File: src/rtl/alu_pkg.sv
// rtl/alu_pkg.sv - shared encodings for the sequential ALU
package alu_pkg;

    typedef enum logic [2:0] {
        MODO_ADD = 3'b000,
        MODO_SUB = 3'b001,
        MODO_MUL = 3'b010,
        MODO_SHL = 3'b011,
        MODO_SHR = 3'b100,
        MODO_AND = 3'b101,
        MODO_OR  = 3'b110,
        MODO_XOR = 3'b111
    } modo_e;

    typedef enum logic [0:0] {
        ST_IDLE = 1'b0,
        ST_MUL  = 1'b1
    } state_e;

endpackage

File: src/rtl/alu_mul_seq.sv
// rtl/alu_mul_seq.sv - iterative shift-add multiplier, one multiplier bit per enabled clock
module alu_mul_seq #(
    parameter int WIDTH = 8
) (
    input  logic               clk,
    input  logic               rst,
    input  logic               en,
    input  logic               start,
    input  logic [WIDTH-1:0]   a,
    input  logic [WIDTH-1:0]   b,
    output logic               busy,
    output logic               done,
    output logic [2*WIDTH-1:0] product
);

    localparam int CW = (WIDTH > 2) ? $clog2(WIDTH) : 1;

    logic [CW-1:0]        cnt;
    logic [2*WIDTH-1:0]   acc;
    logic [2*WIDTH-1:0]   mcand;
    logic [WIDTH-1:0]     mplier;
    logic [2*WIDTH-1:0]   acc_next;

    // done flags the iteration that completes at the coming enabled edge;
    // product already includes that final partial product.
    assign acc_next = acc + (mplier[0] ? mcand : '0);
    assign done     = busy && (cnt == CW'(WIDTH - 1));
    assign product  = acc_next;

    always_ff @(posedge clk or negedge rst) begin
        if (!rst) begin
            busy   <= 1'b0;
            cnt    <= '0;
            acc    <= '0;
            mcand  <= '0;
            mplier <= '0;
        end else if (en) begin
            if (start && !busy) begin
                busy   <= 1'b1;
                cnt    <= '0;
                acc    <= '0;
                mcand  <= {{WIDTH{1'b0}}, a};
                mplier <= b;
            end else if (busy) begin
                acc    <= acc_next;
                mcand  <= mcand << 1;
                mplier <= mplier >> 1;
                if (done) begin
                    busy <= 1'b0;
                    cnt  <= '0;
                end else begin
                    cnt <= cnt + 1'b1;
                end
            end
        end
    end

endmodule

File: src/rtl/alu_seq.sv
// rtl/alu_seq.sv - parametrised sequential ALU, eight modes, start/busy/done handshake
module alu_seq
    import alu_pkg::*;
#(
    parameter int WIDTH = 8
) (
    input  logic             clk,
    input  logic             rst,
    input  logic             en,
    input  logic             start,
    input  logic [WIDTH-1:0] a,
    input  logic [WIDTH-1:0] b,
    input  logic [2:0]       modo,
    output logic [WIDTH-1:0] c,
    output logic [WIDTH-1:0] c_hi,
    output logic             carry,
    output logic             ovf,
    output logic             zero,
    output logic             busy,
    output logic             done
);

    localparam logic [WIDTH-1:0] SHIFT_LIM = WIDTH'(WIDTH);

    state_e             state, next_state;
    modo_e              op;
    logic               op_fire;
    logic               mul_start;
    logic               mul_busy;
    logic               mul_done;
    logic [2*WIDTH-1:0] mul_product;

    logic [WIDTH:0]     sum;
    logic [WIDTH:0]     diff;
    logic [WIDTH-1:0]   alu_c;
    logic               alu_carry;
    logic               alu_ovf;

    assign op = modo_e'(modo);

    always_ff @(posedge clk or negedge rst) begin
        if (!rst) begin
            state <= ST_IDLE;
        end else if (en) begin
            state <= next_state;
        end
    end

    // Start is honoured only in IDLE, so a strobe during MUL is dropped.
    always_comb begin
        next_state = state;
        op_fire    = 1'b0;
        mul_start  = 1'b0;
        case (state)
            ST_IDLE: begin
                if (start) begin
                    if (op == MODO_MUL) begin
                        mul_start  = 1'b1;
                        next_state = ST_MUL;
                    end else begin
                        op_fire = 1'b1;
                    end
                end
            end
            ST_MUL: begin
                if (mul_done) begin
                    next_state = ST_IDLE;
                end
            end
            default: next_state = ST_IDLE;
        endcase
    end

    alu_mul_seq #(.WIDTH(WIDTH)) u_mul (
        .clk     (clk),
        .rst     (rst),
        .en      (en),
        .start   (mul_start),
        .a       (a),
        .b       (b),
        .busy    (mul_busy),
        .done    (mul_done),
        .product (mul_product)
    );

    assign sum  = {1'b0, a} + {1'b0, b};
    assign diff = {1'b0, a} - {1'b0, b};

    always_comb begin
        alu_c     = '0;
        alu_carry = 1'b0;
        alu_ovf   = 1'b0;
        case (op)
            MODO_ADD: begin
                alu_c     = sum[WIDTH-1:0];
                alu_carry = sum[WIDTH];
                alu_ovf   = (a[WIDTH-1] == b[WIDTH-1]) && (sum[WIDTH-1] != a[WIDTH-1]);
            end
            MODO_SUB: begin
                alu_c     = diff[WIDTH-1:0];
                alu_carry = diff[WIDTH];
                alu_ovf   = (a[WIDTH-1] != b[WIDTH-1]) && (diff[WIDTH-1] != a[WIDTH-1]);
            end
            MODO_SHL: alu_c = (b >= SHIFT_LIM) ? '0 : (a << b);
            MODO_SHR: alu_c = (b >= SHIFT_LIM) ? '0 : (a >> b);
            MODO_AND: alu_c = a & b;
            MODO_OR:  alu_c = a | b;
            MODO_XOR: alu_c = a ^ b;
            default:  alu_c = '0;
        endcase
    end

    // Result registers only move on a completed command; done is cleared
    // by any other enabled edge, so it stretches while en is low.
    always_ff @(posedge clk or negedge rst) begin
        if (!rst) begin
            c     <= '0;
            c_hi  <= '0;
            carry <= 1'b0;
            ovf   <= 1'b0;
            zero  <= 1'b0;
            done  <= 1'b0;
        end else if (en) begin
            done <= 1'b0;
            if (op_fire) begin
                c     <= alu_c;
                c_hi  <= '0;
                carry <= alu_carry;
                ovf   <= alu_ovf;
                zero  <= (alu_c == '0);
                done  <= 1'b1;
            end else if (state == ST_MUL && mul_done) begin
                c     <= mul_product[WIDTH-1:0];
                c_hi  <= mul_product[2*WIDTH-1:WIDTH];
                carry <= 1'b0;
                ovf   <= 1'b0;
                zero  <= (mul_product == '0);
                done  <= 1'b1;
            end
        end
    end

    assign busy = mul_busy;

endmodule
File: config.mk
export PLATFORM = sky130hd
export DESIGN_NAME = alu_seq
export DESIGN_NICKNAME = d
export VERILOG_FILES = /design/src/rtl/alu_pkg.sv /design/src/rtl/alu_mul_seq.sv /design/src/rtl/alu_seq.sv
export SDC_FILE = /design/constraint.sdc
export NUM_CORES = 1
export LEC_CHECK = 0
export ABC_AREA = 1
export BUFFER_PORTS_ARGS = -buffer_cell sky130_fd_sc_hd__buf_2
export CELL_PAD_IN_SITES_DETAIL_PLACEMENT = 1
export CELL_PAD_IN_SITES_GLOBAL_PLACEMENT = 1
export CORE_ASPECT_RATIO = 1.4
export CORE_MARGIN = 2
export CORE_UTILIZATION = 48
export DETAILED_ROUTE_END_ITERATION = 7
export GPL_ROUTABILITY_DRIVEN = 0
export PLACE_DENSITY = 0.95
export SYNTH_ARGS = -nofsm -noshare
export SYNTH_HDL_FRONTEND = slang
export SYNTH_SLANG_ARGS = --single-unit
File: constraint.sdc
create_clock -name clk -period 4.95 [get_ports clk]
set_clock_uncertainty 0.2 [all_clocks]
set_input_delay 0.99 -clock clk [delete_from_list [all_inputs] [get_ports clk]]
set_output_delay 0.99 -clock clk [all_outputs]
set_load 0.05 [all_outputs]
==> run metrics <==
outcome complete, no violations; Crit. End Element register; cell count after placement 922; DP Area 5600 um^2; count of final max-slew check failures 0; top cell types by occurrence after synthesis nand2_1 (196), inv_1 (104), nand3_1 (71); post-cts resize count 0; EDFF count, synth 0; die span in y 128 um; Primary FF master, synth dfrtp_1; Layout fillers 1451; Fmax achieved 0.289 GHz; starting density of the core 0.490; Slowest cell on crit path ha_1; crit share post-route 0.698; max-cap viol count 0; top post-synthesis cells by area dfrtp_1 (31%), nand2_1 (14%), ha_1 (9.9%); Iter 0 DRT Violations 412; post-synthesis sequential area ratio 0.307; Ports 44; syn_nets 826; Max stage delay on crit path 490 ps; Vias/cell 6.23; critical path class in -> reg; Post-Synthesis Cell Area 5300 um^2; Final Hold Viols 0; GRT Total Usage 0.357; asr flop ratio synth 1.00; Wirelength per Cell 21.9 um; Max Fanout on Critical Path 12; vias in the first global route 6361; core area 10800 um^2; Worst Max-Slew Pin Slew 1010 ps; Nets 860; drt pass-1 iters 5; Layout Cells excl Fill 938; CTS Hold Bufs 0; CP Launch Type input port; required time of the critical path 5020 ps; Clock Latency Late Sink 340 ps; Synth cell types 43; clock slew at reported path FFs 60 ps; CP cell instances buf_2 > inv_1 > ha_1 > inv_2 > nand3_1 > nand2_1 > o21ai_0 > nand3_1 > a21oi_1 > nand2_1 > nor2_1 > nand3_1 > nand2_1 > nand2_1 > nand2_1; count leader, synth nand2_1; Final Critical Period 3460 ps; Port Buffers 43; wirelength, routed 20600 um; Synth area leader dfrtp_1; Mean Syn Cell Area 6.99 um^2; Synth Instances 758; share of cells above drive strength 1 0.120; FF+latch count, synth 65; Die Wd 92.8 um; total power 0.00376 W; Num CTS Buffers 9; first-pass GRT wire length 32900 um; CP most frequent cell nand2_1; Cell Rows 45; RSZ-0062 raised after global routing no; Yosys top cell area share 0.307; Synth Warn # 0; detailed placer's ending HPWL 14600 um; Max IR drop VDD 0.000226 V; Worst EP arrival 3530 ps; Final setup viols 0; CTS max path bufs 2; area delta synth->final 11.3%; H-Tree Depth 3; Leak 3.12 nW; DIE AREA 11900 um^2; setup bufs post-CTS 0; Hold WC Path Type reg -> reg; ANT cells 0; fin area 5890 um^2; Post-Route Setup TNS 0 ps; CTS tree done; GRT Residual Overflow 0; CTS Sinks 65; antenna-violating nets left 0; total number of vias 5842; Pwr Density 639 nW/um^2; Slew HR 0.322; initial antenna violation count 0; CTS root buf clkbuf_16; Reg2Reg Setup Slack 1570 ps; DRC 0; largest net degree at the start of global routing 59
==> cell usage in the layout (no fill, tap or decap), types with 9 or more instances in the layout <==
cell / count
nand2_1: 196
inv_1: 104
buf_2: 43
dfrtp_1: 65
o22ai_1: 31
o21ai_0: 30
nand3_1: 71
nand4_1: 9
nor2_1: 48
a21oi_1: 38
clkbuf_16: 9
xor2_1: 11
inv_2: 11
a31oi_1: 16
ha_1: 42
==> sequential cells by signal, indices dropped and copies added (netlist names) <==
name	count
u_mul.acc	16
done	1
state	1
ovf	1
u_mul.busy	1
c_hi	8
u_mul.mcand	16
u_mul.mplier	8
zero	1
u_mul.cnt	3
carry	1
c	8
==> through the flow <==
stage / util / setup slack [ps] / hold slack (ps)
2_1_floorplan: - / 1900 / 303
3_3_place_gp: 0.518 / 1560 / 261
6_report: 0.545 / 1490 / 285
4_1_cts: 0.545 / 1600 / 290
5_1_grt: 0.545 / 1400 / 319
3_5_place_dp: 0.518 / 1440 / 275
==> cell families (layout without fill, tap and decap cells) <==
| logic type | count (synthesis) | after routing | share of synthesized area |
|---|---|---|---|
| and+or+nand+nor | 355 | 355 | 0.299 |
| AOI/OAI and AO/OA | 141 | 141 | 0.157 |
| buffers and inverters | 139 | 178 | 0.105 |
| DFF | 65 | 65 | 0.307 |
| adders and majority gates | 45 | 45 | 0.111 |
| xor gates and xnor gates | 13 | 13 | 0.0215 |
==> worst max-delay path: cells and delay by family <==
kind            cells  cell delay (ps)
fa+ha+maj           1              490
compound gates      2              480
buf+inv             3              610
simple gates        9              950
==> worst paths after layout <==
path | from | to | cells after the start
hold reg to reg | c_hi[4]$_DFFE_PN0P_ | c_hi[4]$_DFFE_PN0P_ | 2
min in group asynchronous | rst | u_mul.acc[14]$_DFFE_PN0P_ | 1
setup reg to reg | u_mul.mplier[0]$_DFFE_PN0P_ | zero$_DFFE_PN0P_ | 16
hold / removal | c_hi[4]$_DFFE_PN0P_ | c_hi[4]$_DFFE_PN0P_ | 2
max in group asynchronous | rst | u_mul.mplier[5]$_DFFE_PN0P_ | 2
setup / recovery | b[2] | zero$_DFFE_PN0P_ | 15
==> routing by layer <==
layer / wire, um / global-route usage
met1: 7150 / 0.358
met2: 10800 / 0.656
met3: 1090 / 0.0682
met4: 1470 / 0.247
met5: 0 / 0
==> cell type report <==
| type | instances | area [um^2] | share of cell area |
|---|---|---|---|
| clock buffer | 9 | 225 | 0.0382 |
| tap | 141 | 176 | 0.0299 |
| clock inverter | 7 | 71.3 | 0.0121 |
| timing repair buffer | 46 | 238 | 0.0403 |
| multi-input combinational | 554 | 3120 | 0.530 |
| inverter | 116 | 435 | 0.0739 |
| sequential | 65 | 1630 | 0.276 |
==> where the power goes <==
| part | total, W | internal [W] | switching (W) |
|---|---|---|---|
| clock network | 0.000652 | 0.000389 | 0.000263 |
| logic | 0.00216 | 0.000633 | 0.00153 |
| registers | 0.000953 | 0.000757 | 0.000195 |
| total | 0.00376 | 0.00178 | 0.00198 |
(Power assumes the default switching activity.)
